===== src/rtl/bullcow_game_param.sv =====
// Parametrised two-player Bulls & Cows controller: N-digit secrets,
// base-limited digits, optional turn limit (draw) and saturating scores.
module bullcow_game_param #(
    parameter int  DIGITS    = 4,
    parameter int  DIGIT_W   = 4,
    parameter int  BASE      = 10,
    parameter int  MAX_TURNS = 0,
    parameter int  PTS_W     = 8,
    localparam int CNT_W     = $clog2(DIGITS + 1)
) (
    input  logic                      clock,
    input  logic                      reset,
    input  logic                      enter,
    input  logic [DIGITS*DIGIT_W-1:0] sw,
    output logic [2:0]                game_state,
    output logic [CNT_W-1:0]          bull_count,
    output logic [CNT_W-1:0]          cow_count,
    output logic                      score_valid,
    output logic                      entry_ok,
    output logic                      entry_err,
    output logic [7:0]                turn_count,
    output logic [1:0]                winner,
    output logic [PTS_W-1:0]          j1_points,
    output logic [PTS_W-1:0]          j2_points
);
    typedef enum logic [2:0] {
        J1_SETUP = 3'b000,
        J2_SETUP = 3'b001,
        J1_GUESS = 3'b010,
        J2_GUESS = 3'b011,
        END_GAME = 3'b111
    } state_t;

    localparam int               SW_W   = DIGITS * DIGIT_W;
    localparam logic [DIGIT_W:0] BASE_V = (DIGIT_W + 1)'(BASE);
    localparam logic [7:0]       MAX_V  = 8'(MAX_TURNS);

    state_t             state;
    logic               prev_enter;
    logic               armed;
    logic [SW_W-1:0]    secret1;
    logic [SW_W-1:0]    secret2;
    logic [SW_W-1:0]    secret;
    logic [DIGIT_W-1:0] g [DIGITS];
    logic [DIGIT_W-1:0] s [DIGITS];
    logic               enter_evt;
    logic               valid;
    logic               hit;
    logic               win;
    logic [CNT_W-1:0]   bulls;
    logic [CNT_W-1:0]   cows;
    logic [7:0]         turn_next;

    // armed stays low until enter has been seen low once after reset
    assign enter_evt  = enter & ~prev_enter & armed;
    assign game_state = state;
    assign secret     = (state == J1_GUESS) ? secret2 : secret1;
    assign turn_next  = (turn_count == 8'hFF) ? turn_count
                                              : turn_count + 8'd1;
    assign win        = (bulls == CNT_W'(DIGITS));

    always_comb begin
        valid = 1'b1;
        bulls = '0;
        cows  = '0;
        hit   = 1'b0;
        for (int k = 0; k < DIGITS; k++) begin
            g[k] = sw[k*DIGIT_W +: DIGIT_W];
            s[k] = secret[k*DIGIT_W +: DIGIT_W];
        end
        for (int i = 0; i < DIGITS; i++) begin
            if ({1'b0, g[i]} >= BASE_V)
                valid = 1'b0;
            for (int j = i + 1; j < DIGITS; j++)
                if (g[i] == g[j])
                    valid = 1'b0;
            if (g[i] == s[i])
                bulls = bulls + CNT_W'(1);
            hit = 1'b0;
            for (int j = 0; j < DIGITS; j++)
                if (j != i && g[i] == s[j])
                    hit = 1'b1;
            if (g[i] != s[i] && hit)
                cows = cows + CNT_W'(1);
        end
    end

    always_ff @(posedge clock or posedge reset) begin
        if (reset) begin
            state       <= J1_SETUP;
            prev_enter  <= 1'b0;
            armed       <= 1'b0;
            secret1     <= '0;
            secret2     <= '0;
            bull_count  <= '0;
            cow_count   <= '0;
            score_valid <= 1'b0;
            entry_ok    <= 1'b0;
            entry_err   <= 1'b0;
            turn_count  <= '0;
            winner      <= '0;
            j1_points   <= '0;
            j2_points   <= '0;
        end else begin
            prev_enter <= enter;
            armed      <= armed | ~enter;
            entry_ok   <= 1'b0;
            entry_err  <= 1'b0;
            case (state)
                J1_SETUP, J2_SETUP: begin
                    if (enter_evt) begin
                        if (state == J1_SETUP) begin
                            bull_count  <= '0;
                            cow_count   <= '0;
                            score_valid <= 1'b0;
                            turn_count  <= '0;
                            winner      <= '0;
                        end
                        if (!valid) begin
                            entry_err <= 1'b1;
                        end else if (state == J1_SETUP) begin
                            entry_ok <= 1'b1;
                            secret1  <= sw;
                            state    <= J2_SETUP;
                        end else begin
                            entry_ok <= 1'b1;
                            secret2  <= sw;
                            state    <= J1_GUESS;
                        end
                    end
                end
                J1_GUESS, J2_GUESS: begin
                    if (enter_evt && !valid) begin
                        entry_err <= 1'b1;
                    end else if (enter_evt) begin
                        bull_count  <= bulls;
                        cow_count   <= cows;
                        score_valid <= 1'b1;
                        entry_ok    <= 1'b1;
                        turn_count  <= turn_next;
                        if (win) begin
                            state <= END_GAME;
                            if (state == J1_GUESS) begin
                                winner <= 2'b01;
                                if (j1_points != '1)
                                    j1_points <= j1_points + PTS_W'(1);
                            end else begin
                                winner <= 2'b10;
                                if (j2_points != '1)
                                    j2_points <= j2_points + PTS_W'(1);
                            end
                        end else if (MAX_TURNS != 0 && turn_next == MAX_V) begin
                            state  <= END_GAME;
                            winner <= 2'b11;
                        end else begin
                            state <= (state == J1_GUESS) ? J2_GUESS : J1_GUESS;
                        end
                    end
                end
                END_GAME: begin
                    if (enter_evt) begin
                        state       <= J1_SETUP;
                        entry_ok    <= 1'b1;
                        bull_count  <= '0;
                        cow_count   <= '0;
                        score_valid <= 1'b0;
                        turn_count  <= '0;
                        winner      <= '0;
                    end
                end
                default: state <= J1_SETUP;
            endcase
        end
    end
endmodule


===== config.mk =====
export PLATFORM = sky130hd
export DESIGN_NAME = bullcow_game_param
export DESIGN_NICKNAME = d
export VERILOG_FILES = /design/src/rtl/bullcow_game_param.sv
export SDC_FILE = /design/constraint.sdc
export NUM_CORES = 1
export LEC_CHECK = 0
export CAP_MARGIN = 20
export CORE_MARGIN = 4
export CORE_UTILIZATION = 50
export DETAILED_ROUTE_END_ITERATION = 8
export PLACE_DENSITY = 0.72
export SLEW_MARGIN = 0
export SYNTH_ARGS = -nofsm -noshare
export SYNTH_HDL_FRONTEND = slang
export SYNTH_SLANG_ARGS = --single-unit
export TNS_END_PERCENT = 1

===== constraint.sdc =====
create_clock -name clock -period 11.4 [get_ports clock]
set_clock_uncertainty 0.2 [all_clocks]
set_input_delay 1.14 -clock clock [delete_from_list [all_inputs] [get_ports clock]]
set_output_delay 1.14 -clock clock [all_outputs]
set_load 0.01 [all_outputs]

======== Yosys cells after proc, flatten, opt, wreduce, memory -nomap -nowiden ========
Index checks and enable logic that the tools add are counted.
W data, S select, Z words.
storage, ports and cells
  register bits after elaboration ......... 72
operators by class
  reduce and logical (&&, ||, !) cells .... 18
  bitwise logic cells ..................... 8
  add/sub/neg operators ................... 9
  equal/unequal tests ..................... 42
  order comparisons ....................... 4
  multiplexer cells ....................... 78
operators with widths
  operator               count
  $eq A4 B4 Y1           22
  $mux W3                18
  $mux W8                6
  $mux W1                37
  $pmux W3 S3            3
  $add A8 B1 Y8 const B  3
  $pmux W8 S3            1
  $add A3 B1 Y3 const B  6
  $reduce_and A6 Y1      3
  $ge A4 B4 Y1 const B   4
  $mux W16               1
  $mux W2                8
  $ne A2 B2 Y1 const B   8
  $ne A4 B4 Y1           4
  $ne A8 B8 Y1 const B   2
  $reduce_and A7 Y1      2
  $eq A8 B8 Y1 const B   1
  $reduce_and A4 Y1      2
  $eq A3 B2 Y1 const B   2
  $eq A3 B3 Y1 const B   2
  $pmux W1 S3            2
  $pmux W2 S3            1
  $logic_and A1 B1 Y1    5
  $not A1 Y1             5
  9 further kinds        11

======== Depth between registers and ports, before layout ========
Gate-level depths: netlist of run 1.
  depth after elaboration ................. 17
  gate-level depth with buffers ........... 18

======== Worst setup path before layout of run 1 ========
OpenSTA, ideal clock, no wires.
  kind .................................... reg-to-reg
  start point ............................. register state[1], in the netlist game_state[1]
  end point ............................... register j1_points[1]
  required time ........................... 11.072 ns
  cell stages (with the launch flop) ...... 15
  period minus slack after synthesis ...... 4.538 ns
  arrival time ............................ 4.210 ns
  setup slack ............................. 6.862 ns
  buffers on the path ..................... 3
  path through ............................ dfrtp_1 or3b_1 buf_2 buf_1 clkbuf_1 mux2i_1 xnor2_1 nor4_1 ha_1 xnor2_1 inv_1 ha_1 o32ai_4 nand2_1 mux2_1
between the ends
  word-level cells in the longest chain between the ends .. 12
  elaborated cells between the ends (all ways) .. 17
  those cells by class .................... add/sub: 3; eq/ne: 7; mux: 5; reduce/logical: 2
RTL lines
  element                          line          text
  start: declaration               38            state_t state;
  start signal: assignment         156           state <= (state == J1_GUESS) ? J2_GUESS : J1_GUESS;
  $eq A3 B2 Y1                     57, 109, 143
  $mux W16                         57            assign secret = (state == J1_GUESS) ? secret2 : secret1;
  $eq A4 B4 Y1                     n/a
  $mux W1                          77            if (g[i] == s[i])
  $add A3 B1 Y3                    78            bulls = bulls + CNT_W'(1);
  $mux W3                          77
  $add A3 B1 Y3                    78
  $mux W3                          77
  $add A3 B1 Y3                    78
  $mux W3                          77
  $eq A3 B3 Y1                     60            assign win = (bulls == CNT_W'(DIGITS));
  $reduce_and A6 Y1 (no line) (*)  n/a
  end signal: assignment           146           j1_points <= j1_points + PTS_W'(1);
  end: declaration                 23            output logic [PTS_W-1:0] j1_points,
Every way passes the cells marked *; elsewhere a longest branch is shown, timed or not.
A chain may end at the register's enable or synchronous reset.

======== Final worst setup path of run 1 ========
  start point ............................. input port sw[13]
  end point ............................... register secret1[15]
between the ends
  word-level cells in the longest chain between the ends .. 9
  elaborated cells between the ends (all ways) .. 12
  those cells by class .................... order compare: 1; eq/ne: 3; mux: 7; reduce/logical: 1
RTL lines
  element                          line  text
  start: declaration               14    input logic [DIGITS*DIGIT_W-1:0] sw,
  $eq A4 B4 Y1                     75    if (g[i] == g[j])
  $mux W1                          75
  $mux W1                          72    if ({1'b0, g[i]} >= BASE_V)
  $mux W1 (2 in series)            75
  $mux W1                          72
  $mux W1                          75
  $mux W1 (*)                      72
  $reduce_and A4 Y1 (no line) (*)  n/a
  end signal: assignment           123   secret1 <= sw;
  end: declaration                 41    logic [SW_W-1:0] secret1;
Marks and branches as above.

==> flow_metrics.py, run 1 <==
metrics = {
    "status": {
        "status": "complete, no violations",
    },
    "timing": {
        "rsz0062_at_grt": "no",
        "hold_viol": 0,
        "max_freq_ghz": 0.194,
        "maxSlewViolCount": 0,
        "min_period_ps": 5150,
        "fin_hold_ws_ps": 272,
        "setup_viol": 0,
        "maxSlewHeadroom": 0.277,
        "finalSetupTns_ps": 0,
        "worstMarginPinSlew_ps": 1080,
        "fin_crit_sh": 0.452,
    },
    "synth": {
        "syn_avg_cell_area_um2": 9.32,
        "synthDominantCellAreaShare": 0.357,
        "syn_inst": 541,
        "synth_nets": 569,
        "ys_seq_area_frac": 0.357,
        "ys_top_cells_by_area": "dfrtp_1 36%, xnor2_1 13%, mux2_2 5.1%, mux2i_1 3.8%, xor2_1 3.6%",
        "yosys_warnings": 0,
        "async_flop_share": 1.00,
        "synthesis.area_um2": 5040,
        "ys_dominant_reg_cell": "dfrtp_1",
        "synth_top_area_cell": "dfrtp_1",
        "ys_ff_latch": 72,
        "ys_types": 57,
        "synth_edf_count": 0,
    },
    "routing": {
        "routed_wl_um": 12800,
        "drt_iter0_markers": 306,
        "drc_errors": 0,
        "routed_via_density": 5.97,
        "wl_per_cell_um": 18.0,
        "first_pass_iters": 6,
        "num_vias": 4272,
        "ant_nets": 0,
    },
    "cells_and_area": {
        "antenna_cells": 0,
        "multiInputGateArea_um2": 2990,
        "post-route-util": 0.599,
        "syn_to_final_growth_pct": 16.2,
        "fillers": 853,
        "drive_above_1_share": 0.0928,
        "seqCellArea_um2": 1800,
        "layout.nets": 605,
    },
    "worst_setup_path": {
        "critPathCaptureType": "register",
        "critPathMaxStageDelay_ps": 1040,
        "arrival_ps": 5190,
        "cp_data_required_time_ps": 11440,
        "path_delay_family": "simple AND/OR/NAND/NOR gates",
        "crit_chain": "clkdlybuf4s50_1 > xnor2_1 > nand4_1 > nand3_1 > nor4_1 > buf_4 > nor2b_1 > nand3b_1 > mux2_2",
        "criticalPathCategory": "primary input to register",
        "crit_fanout": 21,
        "cp.depth": 9,
        "crit_buf_inv": 2,
        "cp_slowest_cell": "clkdlybuf4s50_1",
        "startpoint_type": "primary input",
        "rr_worst_depth": 12,
    },
    "global_route": {
        "track_usage": 0.232,
        "gr-total-overflow": 0,
        "grt_max_degree": 73,
        "first_global_vias": 4133,
        "grt_pass1_wl_um": 21400,
        "antenna_found_initial": 0,
    },
    "floorplan": {
        "die_h_um": 108,
        "io_pins": 57,
        "core.rowCount": 36,
        "initial_core_util": 0.516,
        "core_um2": 9770,
        "dieArea_um2": 11800,
        "dieWidth_um": 108,
    },
    "placement": {
        "gp_congestion": 0.893,
        "port_buffers": 56,
        "place_hpwl_um": 8990,
    },
    "min_path": {
        "hold_depth": 1,
        "hp-class": "register to register",
    },
    "flow_run": {
        "drv_cap": 0,
    },
    "clocking": {
        "cts-hold-fix-buffers": 0,
        "post_cts_buffers": 0,
        "cts_tree": "done",
        "path_clk_slew_ps": 80,
        "cts_sinks": 72,
        "cts_max_level": 3,
        "root_buffer": "clkbuf_8",
        "numCtsBuffers": 9,
        "clk_path_buf_depth": 2,
        "clkLatencyLatePin_ps": 350,
        "cts.repair.resized": 0,
    },
    "power_and_ir_drop": {
        "p_per_area_nw_per_um2": 170,
        "ir_worst_vdd_uv": 67.7,
        "p_sw_uw": 385,
        "p_sw_frac": 0.387,
        "p_leak_uw": 0.00240,
        "p_comb_frac": 0.425,
        "seq_power_share": 0.360,
        "clkPwrFrac": 0.215,
        "power.internal_uw": 609,
    },
}
-- Yosys cell counts (all sizes together) (16+ instances only) --
| master | number |
|---|---|
| dfrtp | 72 |
| xnor2 | 72 |
| nand2 | 36 |
| o21ai | 31 |
| inv | 27 |
| mux2 | 25 |
| nor2 | 23 |
| xor2 | 21 |
| buf | 19 |
| mux2i | 19 |
| clkbuf | 17 |
| nand3 | 17 |
| nand2b | 16 |
-- power by group through the flow --
stage	clock network (uW)	registers, uW	logic [uW]
after global placement	0	359	407
after detailed placement	0	361	420
after CTS	216	356	423
final	213	358	423
after floorplan	0	347	313
after global routing	229	366	469
-- cell type report --
class / instances / share of cell area
Multi-Input combinational cell: 406 / 0.510
Clock buffer: 12 / 0.0265
Timing Repair Buffer: 61 / 0.102
Inverter: 27 / 0.0173
Tap cell: 133 / 0.0284
Sequential cell: 72 / 0.307
Clock inverter: 4 / 0.00876
-- metrics by stage --
stage	setup slack [ps]	cell area, um^2	power, uW	instances
6_report	6250	5860	994	715
5_1_grt	5980	5860	1060	715
4_1_cts	6290	5860	995	715
3_5_place_dp	5950	5650	781	699
3_3_place_gp	6060	5650	766	699
2_1_floorplan	6860	5040	660	541
-- routing by layer --
layer  track usage  share of wire  up-vias
met5             0              0        -
met4         0.104          0.025        0
met3        0.0310          0.066       40
met2         0.356           0.45      170
met1         0.326           0.45     2089
li1              -              -     1973
-- state kept, by name, summed over array words and instances (netlist names) --
signal and cells:
game_state 3, entry_ok 1, secret2 16, prev_enter 1, turn_count 8, j2_points 8
j1_points 8, secret1 16, cow_count 3, armed 1, entry_err 1, bull_count 3
winner 2, score_valid 1
-- final timing paths --
kind                                      startpoint                        to  slack (ps)
min in group asynchronous                      reset    secret2[4]$_DFFE_PP0P_        1170
setup reg to reg           game_state[0]$_DFFE_PP0P_  j1_points[1]$_DFFE_PP0P_        6340
hold reg to reg                      armed$_DFF_PP0_           armed$_DFF_PP0_         270
max in group asynchronous                      reset    secret1[2]$_DFFE_PP0P_        9260
hold / removal                       armed$_DFF_PP0_           armed$_DFF_PP0_         270
setup / recovery                              sw[13]   secret1[15]$_DFFE_PP0P_        6250
-- cell usage in the layout, fill, tap and decap left out, types with 6 or more instances in the layout --
cell type and instances:
a21oi_1 12, and2_1 6, and3_1 7, clkbuf_8 11, clkdlybuf4s50_1 56, dfrtp_1 72
ha_1 9, inv_1 26, mux2_2 23, mux2i_1 19, nand2_1 36, nand2b_1 16
nand3_1 17, nand4_1 14, nor2_1 23, nor2b_1 14, nor4_1 9, o21ai_0 31
xnor2_1 72, xor2_1 21
-- cell families after synthesis --
group | after synthesis | synth area share
AO/OA/AOI/OAI | 94 | 0.136
XOR/XNOR | 93 | 0.162
buffers and inverters | 63 | 0.0514
adder cells (fa/ha/maj) | 9 | 0.0223
AND/OR/NAND/NOR | 166 | 0.178
multiplexers | 44 | 0.0936
flip-flops | 72 | 0.357
Note: power is estimated with default switching activity, not from simulation.
==> run 2: changes to the inputs <==
Settings changed: PLACE_DENSITY 0.72 to 0.75.
Clock period 11.4 ns to 4.4 ns, I/O delays scaled along.
==> flow_metrics.py, run 2 (synthesis gave the netlist of run 1 again) <==
metrics = {
    "status": {
        "status": "complete, no violations",
    },
    "power_and_ir_drop": {
        "ir_worst_vdd_uv": 231,
        "p_leak_uw": 0.00257,
        "p_per_area_nw_per_um2": 434,
    },
    "routing": {
        "drt_iter0_markers": 229,
        "wl_met2_um": 6310,
        "routed_via_density": 5.79,
        "wl_met3_um": 606,
        "routed_wl_um": 13300,
        "highest_layer": "met4",
        "first_pass_iters": 5,
        "num_vias": 4340,
        "wl_per_cell_um": 17.8,
        "ant_nets": 0,
        "drt-met1-wl_um": 5930,
        "drc_errors": 0,
    },
    "worst_setup_path": {
        "startpoint_type": "register",
        "arrival_ps": 4230,
        "cp_data_required_time_ps": 4430,
        "criticalPathCategory": "register to register",
        "crit_fanout": 8,
        "critPathCaptureType": "register",
    },
    "cells_and_area": {
        "final_cell_mix": "72 x xnor2_1, 72 x dfrtp_1, 56 x clkdlybuf4s50_1",
        "syn_to_final_growth_pct": 21.5,
        "largestRegisters": "secret1 x16, secret2 x16",
        "fillers": 824,
        "layout.nets": 639,
        "seqCellArea_um2": 1800,
        "antenna_cells": 0,
        "multiInputGateArea_um2": 2990,
        "drive_above_1_share": 0.143,
    },
    "flow_run": {
        "drv_cap": 0,
    },
    "clocking": {
        "cts_max_level": 3,
        "root_buffer": "clkbuf_8",
        "cts_sinks": 72,
        "path_clk_slew_ps": 80,
        "clkLatencyLatePin_ps": 350,
        "numCtsBuffers": 9,
        "clk_path_buf_depth": 2,
        "cts_tree": "done",
    },
    "timing": {
        "rsz0062_at_grt": "no",
        "fin_crit_sh": 0.954,
        "fin_hold_ws_ps": 187,
        "min_period_ps": 4200,
        "hold_viol": 0,
        "setup_viol": 0,
        "maxSlewHeadroom": 0.449,
        "maxSlewViolCount": 0,
        "max_freq_ghz": 0.238,
        "finalSetupTns_ps": 0,
        "worstMarginPinSlew_ps": 824,
    },
    "placement": {
        "place_hpwl_um": 10000,
        "gp_congestion": 0.996,
        "port_buffers": 56,
    },
    "min_path": {
        "hp-class": "primary input to async pin",
    },
    "floorplan": {
        "dieArea_um2": 11800,
        "io_pins": 57,
        "initial_core_util": 0.516,
        "die_h_um": 108,
        "dieWidth_um": 108,
        "core_um2": 9770,
        "core.rowCount": 36,
    },
    "global_route": {
        "antenna_found_initial": 0,
        "track_usage": 0.236,
        "first_global_vias": 4395,
        "grt_pass1_wl_um": 21900,
        "gr-total-overflow": 0,
        "grt_max_degree": 31,
    },
}
==> run 2: final timing paths <==
kind	slack, ps	endpoint	cells after the start	start
worst max register to register	200	j1_points[1]$_DFFE_PP0P_	13	game_state[2]$_DFFE_PP0P_
worst min-delay path	190	secret1[4]$_DFFE_PP0P_	2	reset
min in group clock	280	armed$_DFF_PP0_	1	armed$_DFF_PP0_
max in group asynchronous	3080	secret1[11]$_DFFE_PP0P_	3	reset
worst max-delay path	200	j1_points[1]$_DFFE_PP0P_	13	game_state[2]$_DFFE_PP0P_
worst min register to register	280	armed$_DFF_PP0_	1	armed$_DFF_PP0_
==> run 2: layer usage <==
layer  GRT usage  vias to the layer above
met5           0                        -
met4       0.106                        0
met3      0.0364                       37
met2       0.380                      134
met1       0.313                     2125
li1            -                     2044
==> run 2: cell type report <==
| class | count | area share |
|---|---|---|
| repair buffers | 95 | 0.139 |
| inverters | 27 | 0.0165 |
| multi-input cells | 406 | 0.488 |
| well taps | 133 | 0.0272 |
| clock inverters | 5 | 0.0133 |
| flip-flops and latches | 72 | 0.294 |
| clock buffers | 11 | 0.0214 |
==> run 2: metrics by stage <==
stage | util | std cells | worst slack (ps) | power (uW) | area (um^2)
4_1_cts | 0.625 | 748 | 129 | 2660 | 6110
5_1_grt | 0.627 | 749 | 48.6 | 2830 | 6130
2_1_floorplan | - | 541 | 49.6 | 1710 | 5040
6_report | 0.627 | 749 | 201 | 2660 | 6130
3_3_place_gp | 0.604 | 732 | 256 | 2040 | 5900
3_5_place_dp | 0.604 | 732 | 151 | 2080 | 5900
==> run 2: where the power goes <==
group	total [uW]	leakage, uW	switching (uW)	internal, uW
Combinational	1180	0.00150	616	561
Clock	572	0.000104	252	320
Sequential	912	0.000967	139	773
==> run 2: repair_timing <==
| action | CTS | global route |
|---|---|---|
| setup buffers | 0 | 1 |
| setup endpoints to repair | 0 | 12 |
| gates resized for setup | 0 | 1 |
| hold buffers | 0 | 0 |
| hold endpoints to repair | 0 | 0 |
==> run 2: critical path: stages (launching register included) <==
cell and delay, ps:
dfrtp_1 380, or3b_1 520, buf_4 210, mux2i_1 250
xnor2_1 110, or4_1 540, inv_1 100, ha_1 250
xnor2_1 210, inv_1 70, ha_1 320, o32ai_4 430
nand2_1 170, mux2_1 340
==> run 3: changes to the inputs <==
Settings changed: CORE_UTILIZATION 50 to 52, PLACE_DENSITY 0.75 to 0.78.
==> flow_metrics.py, run 3 (synthesis gave the netlist of run 1 again) <==
metrics = {
    "worst_setup_path": {
        "r2r_slack_ps": 290,
        "crit_fanout": 9,
        "startpoint_type": "register",
        "critPathMaxStageDelay_ps": 600,
        "cp_data_required_time_ps": 4430,
        "r2r-start": "game_state[2]$_DFFE_PP0P_",
        "arrival_ps": 4140,
        "cp_slowest_cell": "or4_1",
        "reg2reg_to": "j2_points[1]$_DFFE_PP0P_",
        "crit_buf_inv": 2,
        "critPathCaptureType": "register",
        "criticalPathCategory": "register to register",
        "path_delay_family": "simple AND/OR/NAND/NOR gates",
        "crit_chain": "or3b_4 > mux2i_2 > xnor2_1 > or4_1 > inv_1 > ha_1 > xnor2_2 > inv_1 > ha_1 > o32ai_4 > nand2_1 > mux2_1",
        "rr_worst_depth": 12,
    },
    "floorplan": {
        "initial_core_util": 0.540,
        "dieArea_um2": 11300,
        "die_h_um": 106,
        "dieWidth_um": 106,
        "core_um2": 9330,
        "io_pins": 57,
        "core.rowCount": 35,
    },
    "timing": {
        "min_period_ps": 4110,
        "setup_viol": 0,
        "maxSlewHeadroom": 0.422,
        "max_freq_ghz": 0.243,
        "hold_viol": 0,
        "fin_crit_sh": 0.934,
        "fin_hold_ws_ps": 280,
        "maxSlewViolCount": 0,
        "worstMarginPinSlew_ps": 864,
        "rsz0062_at_grt": "no",
    },
    "cells_and_area": {
        "final_cells": 742,
        "layout.nets": 636,
        "post-route-util": 0.653,
        "drive_above_1_share": 0.145,
        "final_common_cell": "dfrtp_1",
        "largestRegisters": "secret1 x16, secret2 x16",
        "fillers": 751,
        "final_cell_mix": "72 x dfrtp_1, 71 x xnor2_1, 56 x clkdlybuf4s50_1",
        "syn_to_final_growth_pct": 20.7,
        "antenna_cells": 0,
    },
    "clocking": {
        "root_buffer": "clkbuf_8",
        "clk_path_buf_depth": 2,
        "clkLatencyLatePin_ps": 350,
        "path_clk_slew_ps": 90,
        "cts_max_level": 3,
        "cts_sinks": 72,
        "numCtsBuffers": 9,
        "cts_tree": "done",
        "post_cts_buffers": 0,
    },
    "min_path": {
        "min_to": "armed$_DFF_PP0_",
        "hp-start": "armed$_DFF_PP0_",
        "hp-class": "register to register",
        "hold_depth": 1,
    },
    "routing": {
        "wl_per_cell_um": 18.1,
        "routed_via_density": 5.91,
        "routed_wl_um": 13400,
        "drt_iter0_markers": 329,
        "ant_nets": 0,
        "num_vias": 4382,
        "drc_errors": 0,
        "first_pass_iters": 5,
    },
    "power_and_ir_drop": {
        "ir_worst_vdd_uv": 173,
        "p_total_uw": 2570,
        "p_per_area_nw_per_um2": 422,
        "p_leak_uw": 0.00253,
    },
    "flow_run": {
        "drv_cap": 0,
    },
    "global_route": {
        "track_usage": 0.246,
        "grt_pass1_wl_um": 22300,
        "grt_max_degree": 30,
        "antenna_found_initial": 0,
        "first_global_vias": 4475,
        "gr-total-overflow": 0,
    },
    "placement": {
        "place_hpwl_um": 9830,
        "gp_congestion": 0.950,
        "dp.cells": 726,
        "port_buffers": 56,
    },
    "status": {
        "status": "complete, no violations",
    },
}
[run 3: metrics by stage]
step / TNS, ps / setup WS (ps) / cell area, um^2
2_1_floorplan: 0 / 49.6 / 5040
3_3_place_gp: 0 / 146 / 5870
3_5_place_dp: -0.355 / -0.355 / 5890
4_1_cts: 0 / 94.4 / 6070
5_1_grt: 0 / 34.1 / 6090
6_report: 0 / 290 / 6090
[run 3: repair_timing]
item,CTS,global route
setup endpoints to repair,9,18
cloned,0,0
pin swaps,0,1
gates resized for setup,1,4
hold buffers,0,0
[run 3: worst max path at each step]
stage | start | to | slack [ps] | depth (start not counted)
after CTS | game_state[2]$_DFFE_PP0P_ | j2_points[4]$_DFFE_PP0P_ | 90 | 13
after detailed placement | game_state[2]$_DFFE_PP0P_ | j2_points[5]$_DFFE_PP0P_ | -0.4 | 13
final | game_state[2]$_DFFE_PP0P_ | j2_points[1]$_DFFE_PP0P_ | 290 | 12
after global routing | game_state[2]$_DFFE_PP0P_ | j1_points[1]$_DFFE_PP0P_ | 30 | 13
after floorplan | game_state[2]$_DFFE_PP0P_ | j1_points[1]$_DFFE_PP0P_ | 50 | 14
after global placement | game_state[2]$_DFFE_PP0P_ | j2_points[5]$_DFFE_PP0P_ | 150 | 14
[run 3: where the power goes]
part	switching, uW	leakage, uW	total (uW)	internal, uW
clock	264	0.0000789	470	206
sequential	145	0.000967	917	773
combinational	614	0.00148	1180	569
total	1020	0.00253	2570	1550
[run 3: final cells by class]
type / count / area (um^2) / area share
multi-input combinational: 406 / 3000 / 0.493
sequential: 72 / 1800 / 0.296
timing repair buffer: 92 / 847 / 0.139
tap: 129 / 161 / 0.0265
clock buffer: 10 / 128 / 0.0210
inverter: 27 / 101 / 0.0166
clock inverter: 6 / 45.0 / 0.00740
[run 3: per-layer routing]
metal,share of wire,track usage,vias to the layer above
met5,0,0,-
met4,0.027,0.103,0
met3,0.054,0.0443,39
met2,0.49,0.414,151
met1,0.43,0.313,2156
li1,-,-,2036
